File: config.mk
export PLATFORM = sky130hd
export DESIGN_NAME = counter_call_scheduler_flat
export DESIGN_NICKNAME = d
export VERILOG_FILES = /design/src/rtl/counter_call_scheduler_if.sv /design/src/rtl/counter_call_scheduler.sv /design/src/flat_wrapper.sv
export SDC_FILE = /design/constraint.sdc
export NUM_CORES = 1
export LEC_CHECK = 0
export ABC_AREA = 1
export CAP_MARGIN = 20
export CELL_PAD_IN_SITES_DETAIL_PLACEMENT = 1
export CELL_PAD_IN_SITES_GLOBAL_PLACEMENT = 2
export CORE_MARGIN = 2
export CORE_UTILIZATION = 31
export CTS_CLUSTER_DIAMETER = 200
export CTS_CLUSTER_SIZE = 16
export DETAILED_ROUTE_END_ITERATION = 8
export GPL_TIMING_DRIVEN = 0
export PLACE_DENSITY_LB_ADDON = 0.1
export SYNTH_ARGS = -nofsm -noshare
export SYNTH_HDL_FRONTEND = slang
export SYNTH_SLANG_ARGS = --single-unit
File: constraint.sdc
create_clock -name clk -period 6 [get_ports clk]
set_input_delay 0.6 -clock clk [delete_from_list [all_inputs] [get_ports clk]]
set_output_delay 0.6 -clock clk [all_outputs]
set_load 0.01 [all_outputs]
File: src/rtl/counter_call_scheduler_if.sv
// Bus bundle for the five-counter ticket scheduler: ticket/done strobes in,
// call display, per-counter status and queue status out.
interface counter_call_scheduler_if;
  logic       button;
  logic [4:0] counter_done;
  logic [5:0] current_number;
  logic [5:0] number_service;
  logic [3:0] counter_call;
  logic       call_strobe;
  logic [4:0] counter_busy;
  logic [5:0] A_serviceNumber;
  logic [5:0] B_serviceNumber;
  logic [5:0] C_serviceNumber;
  logic [5:0] D_serviceNumber;
  logic [5:0] E_serviceNumber;
  logic [4:0] waiting;
  logic       queue_full;
  logic       ticket_drop;

  modport master (
    output button, counter_done,
    input  current_number, number_service, counter_call, call_strobe,
           counter_busy, A_serviceNumber, B_serviceNumber, C_serviceNumber,
           D_serviceNumber, E_serviceNumber, waiting, queue_full, ticket_drop
  );

  modport slave (
    input  button, counter_done,
    output current_number, number_service, counter_call, call_strobe,
           counter_busy, A_serviceNumber, B_serviceNumber, C_serviceNumber,
           D_serviceNumber, E_serviceNumber, waiting, queue_full, ticket_drop
  );
endinterface

File: src/rtl/counter_call_scheduler.sv
// Ticket-queue scheduler for counters A..E: issues tickets, calls them in order
// to idle counters round-robin. Optional timeout release: define AUTO_RELEASE_EN.
module counter_call_scheduler #(
  parameter int MAX_TICKET     = 63,
  parameter int QUEUE_DEPTH    = 16,
  parameter int CALL_HOLD      = 2,
  parameter int SERVICE_CYCLES = 200
) (
  input  logic                     clk,
  input  logic                     rst,
  counter_call_scheduler_if.slave  bus
);

  localparam int NUM_COUNTERS = 5;
  localparam int HOLD_W       = (CALL_HOLD > 1) ? $clog2(CALL_HOLD) : 1;

  if (CALL_HOLD < 1 || SERVICE_CYCLES < 1 || MAX_TICKET > 63) begin : gBadParams
    $error("counter_call_scheduler: illegal parameter value");
  end

  typedef enum logic {IDLE, HOLD} stateT;

  stateT             state, nextState;
  logic [HOLD_W-1:0] holdCnt, nextHoldCnt;

  logic [5:0] currentNumber;
  logic [5:0] numberService;
  logic [5:0] callNumber;
  logic [3:0] counterCall;
  logic       callStrobe;
  logic       ticketDrop;
  logic [4:0] waitingCnt;
  logic [4:0] busy;
  logic [4:0] free;
  logic [4:0] doneMask;
  logic [4:0] timeoutMask;
  logic [4:0] grantMask;
  logic [2:0] rrPtr;
  logic [2:0] grantIdx;
  logic       grant;
  logic       found;
  logic       queueFull;
  logic       accept;
  logic [5:0] serviceNumber [NUM_COUNTERS];

  function automatic logic [5:0] nextTicket(input logic [5:0] n);
    return (n == 6'(MAX_TICKET)) ? 6'd1 : n + 6'd1;
  endfunction

  assign free       = ~busy;
  assign queueFull  = (waitingCnt == 5'(QUEUE_DEPTH));
  assign accept     = bus.button & ~queueFull;
  assign callNumber = nextTicket(numberService);
  assign grantMask  = grant ? (5'b00001 << grantIdx) : 5'b00000;
  assign doneMask   = (bus.counter_done & busy) | timeoutMask;

  // NOTE: sequential state uses non-blocking (<=) so every register samples
  // pre-edge values; blocking here would make update order change behaviour.
  always_ff @(posedge clk or posedge rst) begin
    if (rst) begin
      state   <= IDLE;
      holdCnt <= '0;
    end else begin
      state   <= nextState;
      holdCnt <= nextHoldCnt;
    end
  end

  // NOTE: every variable written here gets a default first, so no path can
  // leave one unassigned and infer a latch.
  always_comb begin
    nextState   = state;
    nextHoldCnt = holdCnt;
    grant       = 1'b0;
    grantIdx    = 3'd0;
    found       = 1'b0;
    case (state)
      IDLE: begin
        if (waitingCnt != 5'd0 && free != 5'd0) begin
          // Search rrPtr+1 .. rrPtr, wrapping E -> A; first free counter wins.
          for (int k = 1; k <= NUM_COUNTERS; k++) begin
            int cand;
            cand = (int'(rrPtr) + k) % NUM_COUNTERS;
            if (!found && free[cand]) begin
              found    = 1'b1;
              grantIdx = 3'(cand);
            end
          end
          grant       = found;
          nextState   = HOLD;
          nextHoldCnt = HOLD_W'(CALL_HOLD - 1);
        end
      end
      HOLD: begin
        if (holdCnt == '0) nextState = IDLE;
        else               nextHoldCnt = holdCnt - 1'b1;
      end
      default: nextState = IDLE;
    endcase
  end

  // NOTE: the per-counter service-number array is reset because its contents
  // drive outputs that must read zero out of reset.
  always_ff @(posedge clk or posedge rst) begin
    if (rst) begin
      currentNumber <= '0;
      numberService <= '0;
      counterCall   <= '0;
      callStrobe    <= 1'b0;
      ticketDrop    <= 1'b0;
      waitingCnt    <= '0;
      busy          <= '0;
      rrPtr         <= 3'd4;
      for (int i = 0; i < NUM_COUNTERS; i++) serviceNumber[i] <= '0;
    end else begin
      callStrobe <= grant;
      ticketDrop <= bus.button & queueFull;
      waitingCnt <= waitingCnt + {4'd0, accept} - {4'd0, grant};
      busy       <= (busy & ~doneMask) | grantMask;
      if (accept) currentNumber <= nextTicket(currentNumber);
      if (grant) begin
        numberService           <= callNumber;
        serviceNumber[grantIdx] <= callNumber;
        counterCall             <= {1'b0, grantIdx} + 4'd1;
        rrPtr                   <= grantIdx;
      end
    end
  end

`ifdef AUTO_RELEASE_EN
  localparam int TMR_W = (SERVICE_CYCLES > 1) ? $clog2(SERVICE_CYCLES) : 1;

  logic [TMR_W-1:0] svcTimer [NUM_COUNTERS];

  // Timer is loaded on grant and runs only while busy; reaching zero releases.
  always_ff @(posedge clk or posedge rst) begin
    if (rst) begin
      for (int i = 0; i < NUM_COUNTERS; i++) svcTimer[i] <= '0;
    end else begin
      for (int i = 0; i < NUM_COUNTERS; i++) begin
        if (grantMask[i])
          svcTimer[i] <= TMR_W'(SERVICE_CYCLES - 1);
        else if (busy[i] && svcTimer[i] != '0)
          svcTimer[i] <= svcTimer[i] - 1'b1;
      end
    end
  end

  always_comb begin
    timeoutMask = '0;
    for (int i = 0; i < NUM_COUNTERS; i++)
      timeoutMask[i] = busy[i] && (svcTimer[i] == '0);
  end
`else
  assign timeoutMask = '0;
`endif

  assign bus.current_number  = currentNumber;
  assign bus.number_service  = numberService;
  assign bus.counter_call    = counterCall;
  assign bus.call_strobe     = callStrobe;
  assign bus.counter_busy    = busy;
  assign bus.waiting         = waitingCnt;
  assign bus.queue_full      = queueFull;
  assign bus.ticket_drop     = ticketDrop;
  assign bus.A_serviceNumber = serviceNumber[0];
  assign bus.B_serviceNumber = serviceNumber[1];
  assign bus.C_serviceNumber = serviceNumber[2];
  assign bus.D_serviceNumber = serviceNumber[3];
  assign bus.E_serviceNumber = serviceNumber[4];

endmodule
File: src/flat_wrapper.sv
// flat-port wrapper written by rule: the top's interface ports become plain ports
module counter_call_scheduler_flat 
#(
  parameter int MAX_TICKET     = 63,
  parameter int QUEUE_DEPTH    = 16,
  parameter int CALL_HOLD      = 2,
  parameter int SERVICE_CYCLES = 200
)
  (clk, rst, bus_button, bus_counter_done, bus_current_number, bus_number_service, bus_counter_call, bus_call_strobe, bus_counter_busy, bus_A_serviceNumber, bus_B_serviceNumber, bus_C_serviceNumber, bus_D_serviceNumber, bus_E_serviceNumber, bus_waiting, bus_queue_full, bus_ticket_drop);
  counter_call_scheduler_if bus_i ();
  input  logic clk;
  input  logic rst;
  input wire logic [$bits(bus_i.button)-1:0] bus_button;
  input wire logic [$bits(bus_i.counter_done)-1:0] bus_counter_done;
  output wire logic [$bits(bus_i.current_number)-1:0] bus_current_number;
  output wire logic [$bits(bus_i.number_service)-1:0] bus_number_service;
  output wire logic [$bits(bus_i.counter_call)-1:0] bus_counter_call;
  output wire logic [$bits(bus_i.call_strobe)-1:0] bus_call_strobe;
  output wire logic [$bits(bus_i.counter_busy)-1:0] bus_counter_busy;
  output wire logic [$bits(bus_i.A_serviceNumber)-1:0] bus_A_serviceNumber;
  output wire logic [$bits(bus_i.B_serviceNumber)-1:0] bus_B_serviceNumber;
  output wire logic [$bits(bus_i.C_serviceNumber)-1:0] bus_C_serviceNumber;
  output wire logic [$bits(bus_i.D_serviceNumber)-1:0] bus_D_serviceNumber;
  output wire logic [$bits(bus_i.E_serviceNumber)-1:0] bus_E_serviceNumber;
  output wire logic [$bits(bus_i.waiting)-1:0] bus_waiting;
  output wire logic [$bits(bus_i.queue_full)-1:0] bus_queue_full;
  output wire logic [$bits(bus_i.ticket_drop)-1:0] bus_ticket_drop;
  assign bus_i.button = bus_button;
  assign bus_i.counter_done = bus_counter_done;
  assign bus_current_number = bus_i.current_number;
  assign bus_number_service = bus_i.number_service;
  assign bus_counter_call = bus_i.counter_call;
  assign bus_call_strobe = bus_i.call_strobe;
  assign bus_counter_busy = bus_i.counter_busy;
  assign bus_A_serviceNumber = bus_i.A_serviceNumber;
  assign bus_B_serviceNumber = bus_i.B_serviceNumber;
  assign bus_C_serviceNumber = bus_i.C_serviceNumber;
  assign bus_D_serviceNumber = bus_i.D_serviceNumber;
  assign bus_E_serviceNumber = bus_i.E_serviceNumber;
  assign bus_waiting = bus_i.waiting;
  assign bus_queue_full = bus_i.queue_full;
  assign bus_ticket_drop = bus_i.ticket_drop;
  counter_call_scheduler #(.MAX_TICKET(MAX_TICKET), .QUEUE_DEPTH(QUEUE_DEPTH), .CALL_HOLD(CALL_HOLD), .SERVICE_CYCLES(SERVICE_CYCLES)) u_core (.clk(clk), .rst(rst), .bus(bus_i));
endmodule
# Word-level counts from Yosys, hierarchy flattened
# Index checks and enable logic that the tools add are counted.
# op_classes
div	5
n_eq_ne	4
shifts	1
reduce_logical	12
magnitude_cmp	7
n_mux	49
n_bitwise	10
add_sub_neg	11
# op_table
operator	n
$lt 32x5->1 const B	5
$mod 32x4->32 const B	5
$bwmux 30	1
$mux 1	29
$mux 3	7
$demux 6 s3	1
$mux 6	3
$bmux 1 s3	5
$add 6x1->6 const B	2
$eq 6x6->1 const B	2
$and 5x5->5	2
$not 5->5	2
$reduce_bool 5->1	2
$add 3x1->4 const B	2
$add 3x2->4 const B	2
$add 3x3->4 const B	2
$logic_and 1x1->1	6
$add 5x1->5	1
$eq 5x5->1 const B	1
$mux 5	1
$or 5x5->5	1
$shl 1x3->5 const A	1
$sub 5x1->5	1
$ge 4x4->1 const B	1
other kinds (8)	14
# word_totals
ff_bits	63
output_inout_bits	59
word_cells	114
input_bits	8

# Longest topological paths before layout
# Gate-level depths: netlist of run 1.
# depth
word_depth	34
ltp_mapped	33
ltp_nobuf	32

# Worst setup path before layout of run 1
# No wires, ideal clock.
# synth_path
path_type	register to register
start	reg u_core.rrPtr[0]
end	reg u_core.waitingCnt[4] (netlist: u_core.bus.waiting[4])
setup_slack_ns	1.066
n_path_buf	2
t_required_ns	5.921
period_less_slack_ns	4.934
t_arrival_ns	4.855
setup_ns	0.079
stages_incl_launch_ff	31
path_cell_list	dfrtp_1 > buf_4 > inv_1 > ha_1 > inv_2 > ha_1 > nor2_1 > nand3_1 > nand2_1 > xor2_1 > ha_1 > nand2_1 > nand3_1 > nand3_1 > nand2_1 > nand2_1 > nand3_1 > nand2_1 > a21oi_4 > nand3_1 > nor2_1 > nor2_2 > clkbuf_1 > ha_1 > inv_1 > ha_1 > fa_1 > a21oi_1 > nor2_1 > nor2_1 > xor2_1
# synth_between
elab_chain_cells	29
word_cells_on_any_way	49
cone_classes	add/sub: 6; div: 5; mux: 30; reduce/logical: 8
# synth_rtl
item	line_no	source
from (decl)	counter_call_scheduler.sv:38	logic [2:0] rrPtr;
from (signal assigned)	counter_call_scheduler.sv:125	rrPtr <= grantIdx;
$add 3x1->4	counter_call_scheduler.sv:83	cand = (int'(rrPtr) + k) % NUM_COUNTERS;
$mod 32x4->32	counter_call_scheduler.sv:83	
$bmux 1 s3	counter_call_scheduler.sv:84	if (!found && free[cand]) begin
$mux 1 (not written as such) (2 in series)	counter_call_scheduler.sv:84	
$mux 1	counter_call_scheduler.sv:84	
$mux 1	counter_call_scheduler.sv:79	if (waitingCnt != 5'd0 && free != 5'd0) begin
$mux 1	counter_call_scheduler.sv:77	case (state)
$logic_not 1->1	counter_call_scheduler.sv:84	
[... 13 more ...]	-	
$mux 1	counter_call_scheduler.sv:77	
$logic_not 1->1	counter_call_scheduler.sv:84	
$logic_and 1x1->1	counter_call_scheduler.sv:84	
$mux 1 (*)	counter_call_scheduler.sv:84	
$mux 1 (*)	counter_call_scheduler.sv:79	
$mux 1 (*)	counter_call_scheduler.sv:77	
named net u_core.grant	counter_call_scheduler.sv:40	logic grant;
$sub 5x1->5 (*)	counter_call_scheduler.sv:118	waitingCnt <= waitingCnt + {4'd0, accept} - {4'd0, grant};
to (signal assigned)	counter_call_scheduler.sv:118	
to (decl)	counter_call_scheduler.sv:32	logic [4:0] waitingCnt;
# The timed path passes the listed nets; every way through them passes the cells marked *. The select of a mux whose other input is x is not followed.
# A chain may end at the register's enable or synchronous reset.

# Worst setup path after layout of run 1
# layout_path
start	reg u_core.rrPtr[0]
end	reg u_core.waitingCnt[4] (netlist: u_core.bus.waiting[4])
# layout_between
elab_chain_cells	29
word_cells_on_any_way	49
cone_classes	add/sub: 6; div: 5; mux: 30; reduce/logical: 8
# layout_rtl
item	line_no
$add 3x1->4	counter_call_scheduler.sv:83
$mod 32x4->32	counter_call_scheduler.sv:83
$bmux 1 s3	counter_call_scheduler.sv:84
$mux 1 (not written as such) (2 in series)	counter_call_scheduler.sv:84
$mux 1	counter_call_scheduler.sv:84
$mux 1	counter_call_scheduler.sv:79
$mux 1	counter_call_scheduler.sv:77
$logic_not 1->1	counter_call_scheduler.sv:84
[... 12 more ...]	-
$mux 1	counter_call_scheduler.sv:79
$mux 1	counter_call_scheduler.sv:77
$logic_not 1->1	counter_call_scheduler.sv:84
$logic_and 1x1->1	counter_call_scheduler.sv:84
$mux 1 (*)	counter_call_scheduler.sv:84
$mux 1 (*)	counter_call_scheduler.sv:79
$mux 1 (*)	counter_call_scheduler.sv:77
$sub 5x1->5 (*)	counter_call_scheduler.sv:118
# Mark *: on every way between the ends. The rest lies on a longest branch, timed or not. The select of a mux whose other input is x is not followed.

==> results.cfg, run 1 <==
[yosys]
synthCells = 585
syn_area_um2 = 4380
synth_cell_types = 36
yosysWarningCount = 0
synth_top_area_share_pct = 35.4
ys_ff_latch = 63
synth_top_area_cell = dfrtp_1
syn_area_per_cell_um2 = 7.48
syn-num-nets = 631
yosys-top-cells-area = dfrtp_1 35%, nand2_1 14%, ha_1 11%
ys_seq_area_share_pct = 36.0

[drt]
drt-initial-drc-count = 107
num_vias = 4100
drc = 0
wl_met3_um = 487
wl_met2_um = 6540
wl_per_cell_um = 14.9
dr.pass1.iters = 4
via_per_inst = 4.78
finalWirelength_um = 12700
wl_met1_um = 5590
postRouteAntennaNets = 0
dr.max_layer_used = met4

[place]
place_inst = 831
portBuffers = 66
routabilityCongestion = 0.789
dp_hpwl_um = 9760

[worst_setup_path]
worstSetupPathType = reg -> reg
crit_required_ns = 6.25
crit_slowest_cell = dfrtp_2
reg2reg_depth = 31
worst-path-max-fanout = 13
cp-start-kind = flop
arrival_ns = 5.67
critPathMaxStageDelay_ns = 0.48
cp_common_cell = nand2_1
startpoint = u_core.rrPtr[0]$_DFFE_PP0P_
r2r_start = u_core.rrPtr[0]$_DFFE_PP0P_
endpoint_kind = flop

[cts]
clk_latency_ns = 0.33
htreeDepth = 3
postCtsHoldBufs = 0
root_buffer = clkbuf_16
cts_inserted_buffers = 9
clock_path_buffers = 2
tritoncts = built
cts_sinks = 63
clkSlewWorstSetupHoldPaths_ns = 0.06

[run]
maxCapViolCount = 0

[timing]
tightest_slew_ns = 0.817
finalCriticalPeriod_ns = 5.42
skew_ns = 0.00811
post-route-period-util_pct = 90.3
holdWs_ns = 0.462
finalHoldViolCount = 0
setup_violations = 0
slew-limit-headroom_pct = 45.5
fin_setup_tns_ns = 0
final_max_slew_viol_count = 0
fmaxAchievable_mhz = 185
rsz0062_at_grt = no

[global_route]
antenna_found_initial = 0
grt_start_max_net_pins = 64
grt_first_pass_wirelength_um = 21900
grt_usage_pct = 18.7
grt_pass1_vias = 4449
grt.overflow.total = 0

[floorplanning]
initial_core_util_pct = 31.7
die_area_um2 = 15100
core_area_um2 = 13800
num_rows = 43
fp.dieH_um = 123
io_pins = 67
die_w_um = 123

[finish]
diodes = 0
syn_to_final_growth_pct = 29.6
drive_gt1_share_pct = 12.0
layout.cells.non_filler = 857
nNetsFinal = 719
fin_util_pct = 41.0

[worst_hold_path]
min_path_cells = 1
hp-class = reg -> reg
min_from = u_core.state$_DFF_PP0_

[outcome]
status = complete, no violations
[path summary, 6_finish.rpt]
check                                                           endpoint  slack [ns]
worst max register to register           u_core.bus.waiting[4]$_DFF_PP0_        0.58
max in group asynchronous                    u_core.rrPtr[0]$_DFFE_PP0P_        4.62
worst min-delay path                          u_core.holdCnt$_DFFE_PP0P_        0.46
worst min register to register                u_core.holdCnt$_DFFE_PP0P_        0.46
worst max-delay path                     u_core.bus.waiting[4]$_DFF_PP0_        0.58
min in group asynchronous       u_core.bus.current_number[1]$_DFFE_PP0P_        0.78
[layer usage]
metal / up-vias / track usage [%]
li1: 2048 / -
met1: 1984 / 22.7
met2: 59 / 33.4
met3: 9 / 3.72
met4: 0 / 5.17
met5: - / 0
[registers in the layout, indices dropped and copies added, names as in the netlist]
register and flops:
u_core.bus.counter_busy 5, u_core.rrPtr 3, u_core.bus.E_serviceNumber 6, u_core.bus.ticket_drop 1
u_core.bus.waiting 5, u_core.holdCnt 1, u_core.bus.number_service 6, u_core.bus.counter_call 4
u_core.bus.D_serviceNumber 6, u_core.bus.C_serviceNumber 6, u_core.bus.call_strobe 1, u_core.bus.A_serviceNumber 6
u_core.bus.B_serviceNumber 6, u_core.bus.current_number 6, u_core.state 1
[cell families after synthesis]
family	after synthesis	synth area share, %
AOI/OAI and AO/OA	64	8.23
xor gates and xnor gates	15	3.00
adders and majority gates	38	11.0
buffers and inverters	92	8.55
DFF	63	36.0
and+or+nand+nor	313	33.1
[layout by cell type, fill, tap and decap left out, drive strengths merged, types with 9 or more instances in the layout]
master	netlist	routed
nor3	9	9
ha	37	37
o21ai	53	53
dfrtp	62	62
clkbuf	1	12
xor2	12	12
nand4	11	11
nand3	69	69
clkdlybuf4s50	0	66
nand2	183	183
nor2	39	39
inv	85	84
buf	6	18
[final cells by class]
class                   count  area, µm²
flip-flops and latches     63       1580
plain buffers               6       51.3
clock buffers              12        256
fillers                  1719       8150
inverters                  85        325
well taps                 180        225
multi-input cells         430       2440
repair buffers             78        751
clock inverters             3       42.5
[per-stage QoR]
stage	instance area, µm²	setup WS (ns)
5_1_grt	5670	0.0487
4_1_cts	5570	0.0147
3_5_place_dp	5270	-0.222
3_3_place_gp	5260	-0.0713
6_report	5670	0.585
2_1_floorplan	4380	1.07
[Yosys cell counts]
master    number
nand2_1      169
inv_1         77
nand3_1       65
dfrtp_1       62
o21ai_0       43
ha_1          37
nor2_1        29
xor2_1        12
nand2_2       10
nand4_1       10
nor3_1         9
o21ai_1        9
inv_2          8
nor2_2         6
a21oi_2        4
nand2_4        4
nor2_4         4
buf_6          3
nand3_2        3
xnor2_1        3
a21oi_1        2
buf_2          2
a21boi_1       1
a21oi_4        1
and2_4         1
buf_4          1
clkbuf_1       1
dfstp_2        1
fa_1           1
nand3_4        1
nand4_4        1
o211ai_1       1
o21ai_2        1
o221ai_1       1
o22ai_1        1
or2_1          1
[repair_timing]
item,in CTS,in global routing
pin swaps,0,2
setup buffers,0,12
resized for setup,2,3
endpoints found under the setup margin,1,2
cloned,0,0
[worst max-delay path, delay by kind of cell (launching register included)]
kind | cells | cell delay, ns
flip-flops | 1 | 0.48
AO/OA/AOI/OAI | 2 | 0.43
adder cells (fa/ha/maj) | 6 | 1.63
XOR/XNOR | 2 | 0.38
AND/OR/NAND/NOR | 17 | 1.90
buffers and inverters | 4 | 0.53
Power of run 1 is left out: the tool's default activity adds up to more than one toggle a clock period on the data nets, which glitch-free logic cannot reach.
==> run 2, diff against run 1 <==
--- a/config.mk
+++ b/config.mk
@@ -5,12 +5,10 @@
 export SDC_FILE = /design/constraint.sdc
 export NUM_CORES = 1
 export LEC_CHECK = 0
-export ABC_AREA = 1
 export CAP_MARGIN = 20
 export CELL_PAD_IN_SITES_DETAIL_PLACEMENT = 1
 export CELL_PAD_IN_SITES_GLOBAL_PLACEMENT = 2
-export CORE_MARGIN = 2
-export CORE_UTILIZATION = 31
+export CORE_UTILIZATION = 35
 export CTS_CLUSTER_DIAMETER = 200
 export CTS_CLUSTER_SIZE = 16
 export DETAILED_ROUTE_END_ITERATION = 8
==> results.cfg, run 2 <==
[yosys]
ys_ff_latch = 63
synth_cell_types = 85
syn_area_per_cell_um2 = 9.99
yosysWarningCount = 0
syn-num-nets = 522
yosys-top-cells-area = dfrtp_1 33%, ha_1 9.7%, mux2_2 5.0%
synth_edf_count = 0
syn_area_um2 = 4760
synth_top_area_share_pct = 32.6
synthCells = 476
synthArstFlopShare_pct = 100
ys.flop_type = dfrtp_1
synth_top_area_cell = dfrtp_1
yosys-top-cells-count = 62 x dfrtp_1, 40 x nand2_1, 37 x ha_1
ys_seq_area_share_pct = 33.2
yosysMostFrequentCell = dfrtp_1

[timing]
tightest_slew_ns = 0.909
post-route-period-util_pct = 94.7
fmaxAchievable_mhz = 176
rsz0062_at_grt = no
setup_violations = 0
skew_ns = 0.00757
finalCriticalPeriod_ns = 5.68
slew-limit-headroom_pct = 38.7
finalHoldViolCount = 0
final_max_slew_viol_count = 0

[place]
dp_hpwl_um = 10200
portBuffers = 66
placed_area_um2 = 5660
routabilityCongestion = 0.804

[worst_setup_path]
crit_required_ns = 6.25
worstSetupPathType = reg -> reg
critPathBufInv = 6
cp.depth = 26
arrival_ns = 5.93
r2r_slack_ns = 0.32
cp-start-kind = flop
crit_family = adder cells
r2r_start = u_core.rrPtr[0]$_DFFE_PP0P_
critPathMaxStageDelay_ns = 0.41
endpoint_kind = flop
worst-path-max-fanout = 12
cp_common_cell = ha_1
reg2reg_depth = 26
crit_slowest_cell = mux2_2
worstReg2RegEnd = u_core.bus.waiting[4]$_DFF_PP0_

[drt]
finalWirelength_um = 13600
postRouteAntennaNets = 0
dr.pass1.iters = 4
via_per_inst = 5.36
num_vias = 4009
drc = 0
wl_per_cell_um = 18.1
drt-initial-drc-count = 149

[floorplanning]
die_w_um = 119
core_area_um2 = 13200
die_area_um2 = 14100
io_pins = 67
num_rows = 42
fp.dieH_um = 119
initial_core_util_pct = 35.9

[finish]
fin_util_pct = 46.2
layout_commonest_cell = clkdlybuf4s50_1
nNetsFinal = 613
design_area_um2 = 6120
diodes = 0
drive_gt1_share_pct = 19.8
syn_to_final_growth_pct = 28.8
final_cell_mix = 66 x clkdlybuf4s50_1, 60 x dfrtp_1, 40 x nand2_1

[cts]
clkSlewWorstSetupHoldPaths_ns = 0.05
tritoncts = built
cts_sinks = 63
root_buffer = clkbuf_16
htreeDepth = 3
cts_inserted_buffers = 9
clock_path_buffers = 2
postCtsHoldBufs = 0
clk_latency_ns = 0.33

[global_route]
antenna_found_initial = 0
grt_first_pass_wirelength_um = 22400
grt_start_max_net_pins = 39
grt_pass1_vias = 4156
grt_usage_pct = 20.3
grt.overflow.total = 0

[run]
maxCapViolCount = 0

[worst_hold_path]
hold_path_end = u_core.bus.A_serviceNumber[3]$_DFFE_PP0P_
min_from = u_core.bus.A_serviceNumber[3]$_DFFE_PP0P_
min_path_cells = 1
hp-class = reg -> reg

[outcome]
status = complete, no violations
==> run 2: changes by cell type after synthesis, sizes merged, moves of 10 or more <==
cell    change
a21oi      +16
inv        -53
o211ai     +13
mux2       +37
o21ai      -25
nand2     -143
nand3      -58
xnor2      +10
nor2       -18
==> run 2: cells by family after synthesis <==
kind of cell    share of synthesized area, %
mux                                     11.5
compound gates                          20.8
simple gates                            16.0
buf+inv                                 4.60
flops                                   33.2
fa+ha+maj                               10.2
xor+xnor                                3.68
==> run 2: area by class of cell <==
type	instances	area, µm²
fillers	1511	7120
repair buffers	80	778
flip-flops and latches	63	1580
plain buffers	19	97.6
well taps	176	220
clock inverters	4	45.0
clock buffers	12	246
multi-input cells	360	3010
inverters	34	145
==> run 2: metrics by stage <==
step           worst slack [ns]  setup TNS [ns]  instances  hold slack, ns
2_1_floorplan            0.0795               0        476           0.450
3_3_place_gp              -1.49          -37.35        718           0.462
3_5_place_dp              -1.60          -41.83        719           0.474
4_1_cts                 0.00204               0        738           0.485
5_1_grt                  0.0297               0        748           0.510
6_report                  0.320               0        748           0.485
==> run 2: how the worst max path moves through the flow <==
stage               slack, ns                         endpoint                        start
floorplan                0.08  u_core.bus.waiting[4]$_DFF_PP0_  u_core.rrPtr[0]$_DFFE_PP0P_
global placement        -1.49  u_core.bus.waiting[4]$_DFF_PP0_  u_core.rrPtr[0]$_DFFE_PP0P_
detailed placement      -1.60  u_core.bus.waiting[4]$_DFF_PP0_  u_core.rrPtr[0]$_DFFE_PP0P_
CTS                     0.002  u_core.bus.waiting[4]$_DFF_PP0_  u_core.rrPtr[0]$_DFFE_PP0P_
global route             0.03  u_core.bus.waiting[4]$_DFF_PP0_  u_core.rrPtr[0]$_DFFE_PP0P_
finish                   0.32  u_core.bus.waiting[4]$_DFF_PP0_  u_core.rrPtr[0]$_DFFE_PP0P_
==> run 2: layer usage <==
| metal | GRT usage [%] | part of all wire [%] |
|---|---|---|
| met3 | 4.01 | 3.8 |
| met5 | 0 | 0 |
| met1 | 26.4 | 47 |
| met2 | 34.7 | 48 |
| met4 | 4.03 | 0.59 |
==> run 2: repair_timing <==
item | 4_1_cts | 5_1_grt
setup endpoints to repair | 54 | 13
hold endpoints to repair | 0 | 0
pin swaps | 0 | 5
buffers inserted | 3 | 10
gates cloned | 0 | 0
gates resized for setup | 11 | 9
Power of run 2 is left out for the same reason.
